`config.mk`:
```
export PLATFORM = sky130hd
export DESIGN_NAME = threshold_comparator_seq
export DESIGN_NICKNAME = d
export VERILOG_FILES = /design/src/rtl/cmp_pkg.sv /design/src/rtl/persist_filter.sv /design/src/rtl/threshold_comparator_seq.sv
export SDC_FILE = /design/constraint.sdc
export NUM_CORES = 1
export LEC_CHECK = 0
export ABC_AREA = 1
export BUFFER_PORTS_ARGS = -buffer_cell sky130_fd_sc_hd__buf_2
export CELL_PAD_IN_SITES_DETAIL_PLACEMENT = 0
export CELL_PAD_IN_SITES_GLOBAL_PLACEMENT = 1
export CORE_MARGIN = 10
export CORE_UTILIZATION = 35
export CTS_CLUSTER_SIZE = 14
export DETAILED_ROUTE_END_ITERATION = 16
export HOLD_SLACK_MARGIN = 0.15
export PLACE_DENSITY = 0.75
export SYNTH_ARGS = -nofsm -noshare
export SYNTH_HDL_FRONTEND = slang
export SYNTH_SLANG_ARGS = --single-unit
```
`constraint.sdc`:
```
create_clock -name clk -period 2.1 [get_ports clk]
set_clock_uncertainty 0.1 [all_clocks]
set_input_delay 0.42 -clock clk [delete_from_list [all_inputs] [get_ports clk]]
set_output_delay 0.42 -clock clk [all_outputs]
set_load 0.02 [all_outputs]
```
`src/rtl/cmp_pkg.sv`:
```
// rtl/cmp_pkg.sv - compare modes, filter states and the compare helper.
package cmp_pkg;

  localparam int CMP_MAX_W = 32;

  typedef enum logic [1:0] {
    CMP_EQ = 2'b00,
    CMP_GT = 2'b01,
    CMP_GE = 2'b10,
    CMP_LT = 2'b11
  } cmp_mode_t;

  typedef enum logic [1:0] {
    ST_LOW     = 2'b00,
    ST_PEND_HI = 2'b01,
    ST_HIGH    = 2'b10,
    ST_PEND_LO = 2'b11
  } filt_state_t;

  // Operands are zero-extended by the caller, so this is an unsigned compare.
  function automatic logic cmp_eval(input logic [CMP_MAX_W-1:0] a,
                                    input logic [CMP_MAX_W-1:0] b,
                                    input cmp_mode_t mode);
    logic r;
    case (mode)
      CMP_EQ:  r = (a == b);
      CMP_GT:  r = (a > b);
      CMP_GE:  r = (a >= b);
      default: r = (a < b);
    endcase
    return r;
  endfunction

endpackage

```
`src/rtl/persist_filter.sv`:
```
// rtl/persist_filter.sv - persistence FSM: out flips after PERSIST consecutive disagreeing samples.
module persist_filter
  import cmp_pkg::*;
#(
  parameter int PERSIST = 3
) (
  input  logic clk,
  input  logic rst,
  input  logic raw,
  input  logic raw_valid,
  output logic out,
  output logic rise,
  output logic fall
);

  localparam int PCNT_W = (PERSIST < 2) ? 1 : $clog2(PERSIST + 1);
  localparam logic [PCNT_W-1:0] PCNT_LAST = PCNT_W'(PERSIST);
  localparam logic [PCNT_W-1:0] PCNT_ONE  = PCNT_W'(1);

  filt_state_t       state_q, state_d;
  logic [PCNT_W-1:0] pcnt_q, pcnt_d, pcnt_inc;
  logic              out_q, out_d;
  logic              rise_q, fall_q;

  always_comb begin
    state_d  = state_q;
    pcnt_d   = pcnt_q;
    pcnt_inc = pcnt_q + PCNT_ONE;
    case (state_q)
      ST_LOW: begin
        if (raw_valid && raw) begin
          if (PERSIST == 1) begin
            state_d = ST_HIGH;
          end else begin
            state_d = ST_PEND_HI;
            pcnt_d  = PCNT_ONE;
          end
        end
      end
      ST_PEND_HI: begin
        if (raw_valid) begin
          if (!raw) begin
            state_d = ST_LOW;
            pcnt_d  = '0;
          end else if (pcnt_inc == PCNT_LAST) begin
            state_d = ST_HIGH;
            pcnt_d  = '0;
          end else begin
            pcnt_d  = pcnt_inc;
          end
        end
      end
      ST_HIGH: begin
        if (raw_valid && !raw) begin
          if (PERSIST == 1) begin
            state_d = ST_LOW;
          end else begin
            state_d = ST_PEND_LO;
            pcnt_d  = PCNT_ONE;
          end
        end
      end
      default: begin
        if (raw_valid) begin
          if (raw) begin
            state_d = ST_HIGH;
            pcnt_d  = '0;
          end else if (pcnt_inc == PCNT_LAST) begin
            state_d = ST_LOW;
            pcnt_d  = '0;
          end else begin
            pcnt_d  = pcnt_inc;
          end
        end
      end
    endcase
    out_d = (state_d == ST_HIGH) || (state_d == ST_PEND_LO);
  end

  // Edge pulses are registered alongside out so they line up with its new value.
  always_ff @(posedge clk) begin
    if (rst) begin
      state_q <= ST_LOW;
      pcnt_q  <= '0;
      out_q   <= 1'b0;
      rise_q  <= 1'b0;
      fall_q  <= 1'b0;
    end else begin
      state_q <= state_d;
      pcnt_q  <= pcnt_d;
      out_q   <= out_d;
      rise_q  <= out_d & ~out_q;
      fall_q  <= ~out_d & out_q;
    end
  end

  assign out  = out_q;
  assign rise = rise_q;
  assign fall = fall_q;

endmodule

```
`src/rtl/threshold_comparator_seq.sv`:
```
// rtl/threshold_comparator_seq.sv - registered threshold comparator with persistence filter and rise counter.
// Optional CMP_HYSTERESIS_EN adds a hyst input that relaxes the release threshold while out=1.
module threshold_comparator_seq
  import cmp_pkg::*;
#(
  parameter int               WIDTH       = 4,
  parameter logic [WIDTH-1:0] THR_DEFAULT = WIDTH'(7),
  parameter int               PERSIST     = 3,
  parameter int               CNT_W       = 8
) (
  input  logic             clk,
  input  logic             rst,
  input  logic             in_valid,
  input  logic [WIDTH-1:0] in_word,
  input  logic [1:0]       mode,
  input  logic             thr_load,
  input  logic [WIDTH-1:0] thr_value,
  input  logic             cnt_clr,
`ifdef CMP_HYSTERESIS_EN
  input  logic [WIDTH-1:0] hyst,
`endif
  output logic             out,
  output logic             out_valid,
  output logic             rise,
  output logic             fall,
  output logic [CNT_W-1:0] evt_cnt
);

  logic [WIDTH-1:0] thr_q, thr_d;
  logic [WIDTH-1:0] thr_eff;
  logic [CNT_W-1:0] evt_cnt_q, evt_cnt_d;
  logic             out_valid_q, out_valid_d;
  logic             raw;
  cmp_mode_t        mode_s;

  assign mode_s = cmp_mode_t'(mode);

`ifdef CMP_HYSTERESIS_EN
  logic [WIDTH:0]   thr_sum;
  logic [WIDTH-1:0] thr_lo, thr_hi;

  // Release threshold moves away from the trip point, clamped to the sample range.
  always_comb begin
    thr_sum = {1'b0, thr_q} + {1'b0, hyst};
    thr_lo  = (hyst > thr_q) ? '0 : (thr_q - hyst);
    thr_hi  = thr_sum[WIDTH] ? '1 : thr_sum[WIDTH-1:0];
    thr_eff = thr_q;
    if (out) begin
      case (mode_s)
        CMP_GT, CMP_GE: thr_eff = thr_lo;
        CMP_LT:         thr_eff = thr_hi;
        default:        thr_eff = thr_q;
      endcase
    end
  end
`else
  assign thr_eff = thr_q;
`endif

  assign raw = cmp_eval(CMP_MAX_W'(in_word), CMP_MAX_W'(thr_eff), mode_s);

  persist_filter #(
    .PERSIST (PERSIST)
  ) u_filter (
    .clk       (clk),
    .rst       (rst),
    .raw       (raw),
    .raw_valid (in_valid),
    .out       (out),
    .rise      (rise),
    .fall      (fall)
  );

  always_comb begin
    thr_d       = thr_load ? thr_value : thr_q;
    out_valid_d = out_valid_q | in_valid;
    evt_cnt_d   = evt_cnt_q;
    if (cnt_clr) begin
      evt_cnt_d = '0;
    end else if (rise && (evt_cnt_q != '1)) begin
      evt_cnt_d = evt_cnt_q + CNT_W'(1);
    end
  end

  always_ff @(posedge clk) begin
    if (rst) begin
      thr_q       <= THR_DEFAULT;
      evt_cnt_q   <= '0;
      out_valid_q <= 1'b0;
    end else begin
      thr_q       <= thr_d;
      evt_cnt_q   <= evt_cnt_d;
      out_valid_q <= out_valid_d;
    end
  end

  assign evt_cnt   = evt_cnt_q;
  assign out_valid = out_valid_q;

endmodule

```
==> impl_results.md <==
* FF+latch count, synth at 20
* Crit path launch type: register
* FF-to-FF path depth at 12
* Status: complete, no violations
* WP buf/inv at 1
* Sw power at approximately 0.00018 W
* Total gr overflow at 0
* Top cell family by delay on the critical path: simple AND/OR/NAND/NOR gates
* Total Wirelength at about 2.1 mm
* RSZ-0062 raised after global routing: false
* Number of antenna violations at the first check in global routing at 0
* Sequential area share after synthesis at 40.87%
* Via count at 940
* Crit path capture: u_filter.fall
* Hold path start: thr_value[0]
* Cells after Synth at approximately 140
* Pwr Density at approximately 670 nW/µm²
* Post-CTS sizing at 0
* Max Cap Viol at 0
* Htree depth at 1
* Comb pwr share at 11.0%
* Sw frac at between 20% and 30%
* # Post-CTS Setup Buffers at 0
* Relative slew slack at 77.14%
* GRT Util Overall at under 10%
* Gp weighted congestion at about 0.8
* Initial drt markers at 34
* WP data arrival at approximately 1.9 ns
* Worst vdd ir at slightly above 0.3 mV
* Die extent in y at about 73 µm
* Layout area overhead at 22.22%
* Lkg Pwr at about 0.62 nW
* Final Max Slew Viols at 0
* Internal power at slightly above 0.0006 W
* Final Critical Period at approximately 1.8 ns
* Critical Path Max Stage Delay at 0.32 ns
* Final WS setup at roughly 0.34 ns
* IO Port Bufs at 26
* FF-to-FF Start: thr_eff[3]
* Largest net degree at the start of global routing at 13
* Critical path class: reg -> reg
* Crit-path max FO at 4
* Hold Path Class: in -> reg
* Diodes inserted at 0
* Final TNS setup at 0 ns
* Vias in the first global route at ~950
* Post-synth cell types at 16
* Die extent in x at 72.91 µm
* Worst path cell trace: inv_1, ha_1, a21oi_1, nand2_2, a21oi_1, nand2_1, nand3_1, nand3_1, nand2_1, nand2_2, nand2_1, nor2_1
* Root buffer cell: clkbuf_4
* Max Buffers Root-to-Sink at 2
* 1st-pass router iterations at 4
* Die area at 5315 µm²
* Layout cells sized above 1 at 20.81%
* # rows at 19
* FMAX at between 0.5 and 0.6 GHz
* Final ANT Viol Nets at 0
* CP Capture Type: register
* Stages on the worst setup path at 12
* Mapped Avg Cell Area at just under 7 µm²
* CTS tree: done
* Starting density of the core at between 30% and 40%
* Post-Syn Area at a little under 1000 µm²
* Most frequent CP cell: nand2_1
* Critical path origin: thr_eff[3]
* Final Hold Viols at 0
* Num Clock Sinks at 20
* Yosys warns at 0
* CORE AREA at 2710 µm²
* Period utilization at roughly 84%
* Cts hold-fix bufs at 0
* Sequential share of power at 49.5%
* Worst r2r dst: u_filter.fall
* Vias per cell at roughly 4.6
* Post-synth net total at around 160
* First-pass GRT wire length at 3.877 mm
* DRC at 0
* Final net count at roughly 190
* Worst Tran Pin Value at between 0.3 and 0.4 ns
* CP max stage cell: dfxtp_1
* Hpwl dp at roughly 1.7 mm
* Final setup fails at 0
* Clock Latency Late Sink at about 0.30 ns
* Clock transition at the registers of the reported paths at 0.12 ns
* Io pins at 27
* Req. time, crit path at between 2 and 2.5 ns
* Setup Slack @ Placement at about 0.14 ns
* WL/cell at ~10 µm
* Reg-to-reg slack, setup at between 0.3 and 0.4 ns
* Clock power frac at approximately two fifths
* CTS Buf Count at 3
[synth_stat cells]
cell	number	area share (%)
nor3_2	1	1.0
a211oi_1	1	0.77
inv_2	1	0.38
nand3_1	15	7.7
nor2_2	1	0.64
inv_1	22	8.4
nor2_1	16	6.1
dfxtp_1	20	41
nand2_2	2	1.3
or2_2	1	0.64
o21ai_0	7	3.6
o211ai_1	1	0.77
nand2_1	35	13
clkbuf_1	1	0.38
a21oi_1	15	7.7
ha_1	5	6.4
[logic make-up (layout without fill, tap and decap cells)]
group | count (synthesis) | count (layout) | share of synthesized area, %
adder cells (fa/ha/maj) | 5 | 5 | 6.386
flip-flops | 20 | 20 | 40.87
buffers and inverters | 24 | 53 | 9.195
AO/OA/AOI/OAI | 24 | 24 | 12.77
AND/OR/NAND/NOR | 71 | 71 | 30.78
[sequential cells by signal, summed over array words and instances, names as in the netlist]
register	count
u_filter.out	1
thr_eff	4
out_valid	1
u_filter.rise	1
u_filter.pcnt_q	2
evt_cnt	8
u_filter.state_q	2
u_filter.fall	1
[worst min-delay path: stages]
cell	delay, ns
buf_2	0.07
nand2_1	0.04
nand3_1	0.07
[power by group through the flow]
stage / combinational [W] / clock (W) / sequential, W
5_1_grt: 0.000105 / 0.000343 / 0.000398
6_report: 0.0000880 / 0.000315 / 0.000396
4_1_cts: 0.0000896 / 0.000329 / 0.000396
2_1_floorplan: 0.0000586 / 0 / 0.000405
3_3_place_gp: 0.0000869 / 0 / 0.000404
3_5_place_dp: 0.0000891 / 0 / 0.000404
[layer usage]
metal / global-route usage, % / share of wire (%) / wire length [µm]
met5: 0 / 0 / 0
met4: 4.430 / 1.5 / 32
met3: 2.721 / 5.5 / 116
met2: 13.39 / 43 / 901
met1: 10.64 / 50 / 1044
[worst min-delay path by stage]
stage / to / slack (ns) / cells after the start
2_1_floorplan: thr_eff[0] / 0.33 / 2
3_3_place_gp: u_filter.rise / 0.34 / 1
3_5_place_dp: u_filter.rise / 0.34 / 1
4_1_cts: thr_eff[0] / 0.23 / 3
5_1_grt: thr_eff[1] / 0.23 / 3
6_report: thr_eff[0] / 0.24 / 3
[layout make-up]
type,instances,area [µm²]
clock buffers,3,22.52
clock inverters,1,30.03
fillers,310,1513
inverters,23,86.33
multi-input cells,100,489.2
flip-flops and latches,20,400.4
well taps,31,38.79
repair buffers,26,130.1
[cell usage in the layout, fill, tap and decap left out, drive strengths merged]
master / count
o21ai: 7
nand2: 37
nor3: 1
or2: 1
clkbuf: 3
nor2: 17
a211oi: 1
o211ai: 1
inv: 23
nand3: 15
a21oi: 15
ha: 5
bufinv: 1
buf: 26
dfxtp: 20
[through the flow]
step / area (µm²) / instances / util, % / total power (W) / hold WS [ns]
after floorplan: 979.7 / 144 / - / 0.0004632 / 0.3329
after global placement: 1145 / 200 / 42.24 / 0.0004910 / 0.3385
after detailed placement: 1145 / 200 / 42.24 / 0.0004931 / 0.3446
after CTS: 1197 / 204 / 44.18 / 0.0008145 / 0.2316
after global routing: 1197 / 204 / 44.18 / 0.0008459 / 0.2347
final: 1197 / 204 / 44.18 / 0.0007984 / 0.2398
Note: power is estimated with default switching activity, not from simulation.
